$ cat config.mk
export PLATFORM = sky130hd
export DESIGN_NAME = hdmi_mode_sequencer
export DESIGN_NICKNAME = d
export VERILOG_FILES = /design/src/rtl/hdmi_mode_sequencer.sv
export SDC_FILE = /design/constraint.sdc
export NUM_CORES = 1
export LEC_CHECK = 0
export BUFFER_PORTS_ARGS = -buffer_cell sky130_fd_sc_hd__buf_2
export CAP_MARGIN = 0
export CORE_UTILIZATION = 47
export DETAILED_ROUTE_END_ITERATION = 10
export HOLD_SLACK_MARGIN = 0.06
export MAX_ROUTING_LAYER = met4
export PLACE_DENSITY = 0.82
export SLEW_MARGIN = 20
export SYNTH_ARGS = -nofsm -noshare
export SYNTH_HDL_FRONTEND = slang
export SYNTH_SLANG_ARGS = --single-unit
$ cat constraint.sdc
create_clock -name clk_pixel -period 1.9 [get_ports clk_pixel]
set_input_delay 0.095 -clock clk_pixel [delete_from_list [all_inputs] [get_ports clk_pixel]]
set_output_delay 0.095 -clock clk_pixel [all_outputs]
set_load 0.02 [all_outputs]
$ cat src/rtl/hdmi_mode_sequencer.sv
// hdmi_mode_sequencer: frame-aligned, muted NTSC/PAL mode switch with encoder reset and settle.
// Optional SETTLE watchdog enabled by defining HDMI_SEQ_WATCHDOG_EN.
module hdmi_mode_sequencer #(
  parameter int MUTE_CYCLES    = 1024,
  parameter int RESET_CYCLES   = 16,
  parameter int SETTLE_FRAMES  = 2,
  parameter int TIMEOUT_CYCLES = 2000000
) (
  input  logic        clk_pixel,
  input  logic        reset,
  input  logic        pal_request,
  input  logic [11:0] cx,
  input  logic [10:0] cy,
  output logic        pal_mode,
  output logic        hdmi_reset,
  output logic        mute,
  output logic        busy,
  output logic        frame_start,
  output logic        timeout
);
  localparam int CMAX = MUTE_CYCLES > RESET_CYCLES ? MUTE_CYCLES : RESET_CYCLES;
  localparam int CW   = CMAX > 1 ? $clog2(CMAX) : 1;
  localparam int FW   = $clog2(SETTLE_FRAMES + 1);
  typedef enum logic [2:0] {RUN, WAIT_FRAME, MUTE, HOLD_RESET, SETTLE} state_t;
  state_t state, state_n;
  logic [CW-1:0] cnt, cnt_n;
  logic [FW-1:0] frames, frames_n;
  logic fs_raw, fs_raw_q, pal_mode_n, timeout_n, wd_exp;
  if (MUTE_CYCLES < 1 || RESET_CYCLES < 1 || SETTLE_FRAMES < 1 || TIMEOUT_CYCLES < 1)
    $error("hdmi_mode_sequencer: all cycle/frame parameters must be >= 1");
  assign fs_raw = cx == '0 && cy == '0;
`ifdef HDMI_SEQ_WATCHDOG_EN
  localparam int TW = TIMEOUT_CYCLES > 1 ? $clog2(TIMEOUT_CYCLES) : 1;
  logic [TW-1:0] wd, wd_n;
  assign wd_exp = wd == TW'(TIMEOUT_CYCLES - 1);
  // Runs only while staying in SETTLE, so every SETTLE entry starts from zero.
  assign wd_n = (state == SETTLE && state_n == SETTLE) ? wd + 1'b1 : '0;
  always_ff @(posedge clk_pixel) wd <= reset ? '0 : wd_n;
`else
  assign wd_exp = 1'b0;
`endif
  always_comb begin
    state_n    = state;
    cnt_n      = cnt;
    frames_n   = frames;
    pal_mode_n = pal_mode;
    timeout_n  = 1'b0;
    case (state)
      RUN: state_n = pal_request != pal_mode ? WAIT_FRAME : RUN;
      WAIT_FRAME:
        if (pal_request == pal_mode) state_n = RUN;
        else if (frame_start) begin
          state_n = MUTE;
          cnt_n   = CW'(MUTE_CYCLES - 1);
        end
      MUTE:
        if (cnt == '0) begin
          state_n    = HOLD_RESET;
          pal_mode_n = pal_request;
          cnt_n      = CW'(RESET_CYCLES - 1);
        end else cnt_n = cnt - 1'b1;
      HOLD_RESET:
        if (cnt == '0) begin
          state_n  = SETTLE;
          frames_n = '0;
        end else cnt_n = cnt - 1'b1;
      SETTLE: begin
        frames_n = frame_start ? frames + 1'b1 : frames;
        if (frame_start && frames == FW'(SETTLE_FRAMES - 1)) state_n = RUN;
        else if (wd_exp) begin
          state_n   = RUN;
          timeout_n = 1'b1;
        end
      end
      default: state_n = HOLD_RESET;
    endcase
  end
  // Outputs are registered from the next state so they line up with the state register.
  always_ff @(posedge clk_pixel) begin
    if (reset) begin
      state       <= HOLD_RESET;
      cnt         <= CW'(RESET_CYCLES - 1);
      frames      <= '0;
      pal_mode    <= 1'b0;
      fs_raw_q    <= 1'b0;
      frame_start <= 1'b0;
      timeout     <= 1'b0;
      hdmi_reset  <= 1'b1;
      mute        <= 1'b1;
      busy        <= 1'b1;
    end else begin
      state       <= state_n;
      cnt         <= cnt_n;
      frames      <= frames_n;
      pal_mode    <= pal_mode_n;
      fs_raw_q    <= fs_raw;
      frame_start <= fs_raw && !fs_raw_q;
      timeout     <= timeout_n;
      hdmi_reset  <= state_n == HOLD_RESET;
      mute        <= state_n inside {MUTE, HOLD_RESET, SETTLE};
      busy        <= state_n != RUN;
    end
  end
endmodule

==> impl_metrics.tcl <==
set metrics [dict create \
    status "completed" \
    drive_above_1_share_pct 29.7 \
    finalWeightedCongestion 0.954 \
    grt.total_usage_pct 27.9 \
    peakVddDrop_mv 0.548 \
    cp-end-kind "register" \
    placed_cells 201 \
    slew_headroom_pct 67.0 \
    ys_seq_elements 21 \
    required_ns 2.15 \
    drv_cap 0 \
    start_util_pct 49.8 \
    setup_violations 0 \
    grt_antenna_before_repair 0 \
    port_buffers 30 \
    cts_tree "done" \
    yosysTopAreaCell "dfxtp_1" \
    cp_max_fo 7 \
    rsz0062_at_grt "true" \
    cp_slowest_cell "or4b_4" \
    grt_pass1_vias 1218 \
    cts.sinks 21 \
    finClkSkew_ns 0.00261 \
    hold_violations 0 \
    multi_input_area_sq_um 786 \
    ioPinCount 32 \
    postSynthCellCount 142 \
    fp.dieH_um 53.5 \
    fin_util_pct 62.9 \
    antennaDiodeCount 0 \
    n_fill_cell 187 \
    viasPerCell 6.25 \
    wl_um 3470 \
    path_clk_slew_ns 0.12 \
    synth_seq_area_share_pct 33.7 \
    layoutNonFillerInstCount 212 \
    tightestPinTransition_ns 0.492 \
    gr-total-overflow 0 \
    vias 1326 \
    crit_type "register to register" \
    regArea_sq_um 422 \
    synth-edff-count 0 \
    power-per-cell-area_mw_per_mm2 480 \
    holdWs_ns 0.0726 \
    async_reset_ff_share_pct 0 \
    fin_nets 211 \
    dpl-instance-area_sq_mm 0.00145 \
    netlist-cell-type-count 49 \
    insertion_delay_ns 0.31 \
    syn-num-nets 170 \
    max_stage_delay_ns 0.55 \
    period_minus_slack_ns 1.81 \
    grt_max_degree 15 \
    fmax_mhz 551 \
    final_cell_mix "30 x buf_2, 20 x dfxtp_1, 9 x nor2_1" \
    grt_pass1_wl_um 5540 \
    yosys.area.top_type_share_pct 33.7 \
    hp-class "input pin to register" \
    slew_viol_final 0 \
    layout_worst_path_cycle_share_pct 95.5 \
    die_area_sq_mm 0.00286 \
    synth_area_leaders "dfxtp_1 34%, nor4_1 4.5%, a21oi_1 3.2%" \
    wl_per_cell_um 16.4 \
    ctsRootBufferMaster "clkbuf_4" \
    cts_made_buffers 3 \
    coreArea_sq_mm 0.00250 \
    die_x_um 53.5 \
    cts.path.max_buffers 2 \
    ys_warn_count 0 \
    design_area_sq_mm 0.00157 \
    synth_area_per_cell_sq_um 8.78 \
    ant_nets 0 \
    synth_area_sq_mm 0.00125 \
    dr.pass1.iters 4 \
    hpwl_um 2340 \
    worstPathCellList "inv_1 -> ha_1 -> or4b_4 -> o41ai_2 -> nand3_1 -> a21oi_1" \
    start_kind "register" \
    power_uw 754 \
    cp.arrival_ns 2.07 \
    final_common_cell "buf_2" \
    area_growth_syn_to_layout_pct 26.1 \
    synth_ff_type "dfxtp_1" \
    total_leakage_power_nw 0.593 \
    drc_errors 0 \
    drt_iter0_drc 30 \
    htree_levels 1 \
    rows 18 \
]
## worst max-delay path: cells and delay by family, from the launching register on
kind / cells / cell delay, ns
AND/OR/NAND/NOR: 2 / 0.67
AO/OA/AOI/OAI: 2 / 0.48
flip-flops: 1 / 0.37
adder cells (fa/ha/maj): 1 / 0.18
buffers and inverters: 1 / 0.06
## cell usage after synthesis, types with 2 or more instances
cell type,n
o41ai_2,2
nand2_1,8
o31ai_1,3
nor3_1,6
a21oi_1,8
a31oi_1,4
nand4_1,3
o31a_1,2
nand3_1,8
o21ai_0,4
or3_1,3
clkbuf_1,3
o32ai_1,3
or4b_1,2
o21ai_1,2
ha_1,2
nor2_1,9
and4_1,3
nor4_1,9
a211oi_1,2
inv_1,5
nand2b_1,2
buf_2,3
dfxtp_1,21
## per-layer routing
layer | vias to the layer above | GRT usage (%) | wire [um]
met5 | - | - | 0
met4 | 0 | 14.5 | 131
met3 | 15 | 3.16 | 134
met2 | 50 | 46.7 | 1750
met1 | 628 | 32.4 | 1460
li1 | 633 | - | -
## metrics by stage
step | setup WS, ns | setup TNS [ns]
floorplan | 0.107 | 0
global placement | 0.0860 | 0
detailed placement | -0.0121 | -0.0121
CTS | 0.0831 | 0
global route | -0.00438 | -0.00438
finish | 0.0857 | 0
## state kept, by name, summed over array words and instances (netlist names)
signal / cells
busy: 1
pal_mode: 1
frame_start: 1
state: 3
cnt: 10
hdmi_reset: 1
frames: 2
fs_raw_q: 1
mute: 1
## cells by family (layout without fill, tap and decap cells)
kind of cell	count (synthesis)	count (layout)	share of synthesized area [%]
DFF	21	21	33.7
other	1	1	0.301
and+or+nand+nor	65	65	32.9
muxes	1	1	0.803
xor gates and xnor gates	1	1	0.703
adders and majority gates	2	2	2.01
buffers and inverters	14	54	5.42
AOI/OAI and AO/OA	37	37	24.1
## path summary, 6_finish.rpt
check                           startpoint          end  slack [ns]  cells past startpoint
worst max-delay path                cnt[1]       cnt[8]        0.09                      6
worst min-delay path                 cy[7]     fs_raw_q        0.07                      4
worst max register to register      cnt[1]       cnt[8]        0.09                      6
worst min register to register    fs_raw_q  frame_start        0.41                      1
## power breakdown
group	internal (mW)	total, mW	leakage, nW	switching [mW]
Sequential	0.446	0.455	0.170	0.00873
Combinational	0.0398	0.0741	0.406	0.0343
Clock	0.0787	0.225	0.0177	0.146
## what timing repair did
action,in CTS,in global routing
pin swaps,0,2
setup buffers,0,0
endpoints found under the setup margin,3,9
gates resized for setup,2,4
hold buffers,7,0
endpoints found under the hold margin,3,0
## final cells by class
cell class	instances	share of cell area, %
Timing Repair Buffer	45	17.8
Inverter	5	1.19
Clock buffer	3	1.43
Sequential cell	21	26.8
Tap cell	30	2.39
Multi-Input combinational cell	107	50.0
Clock inverter	1	0.318
Power figures use the tool's default switching activity.
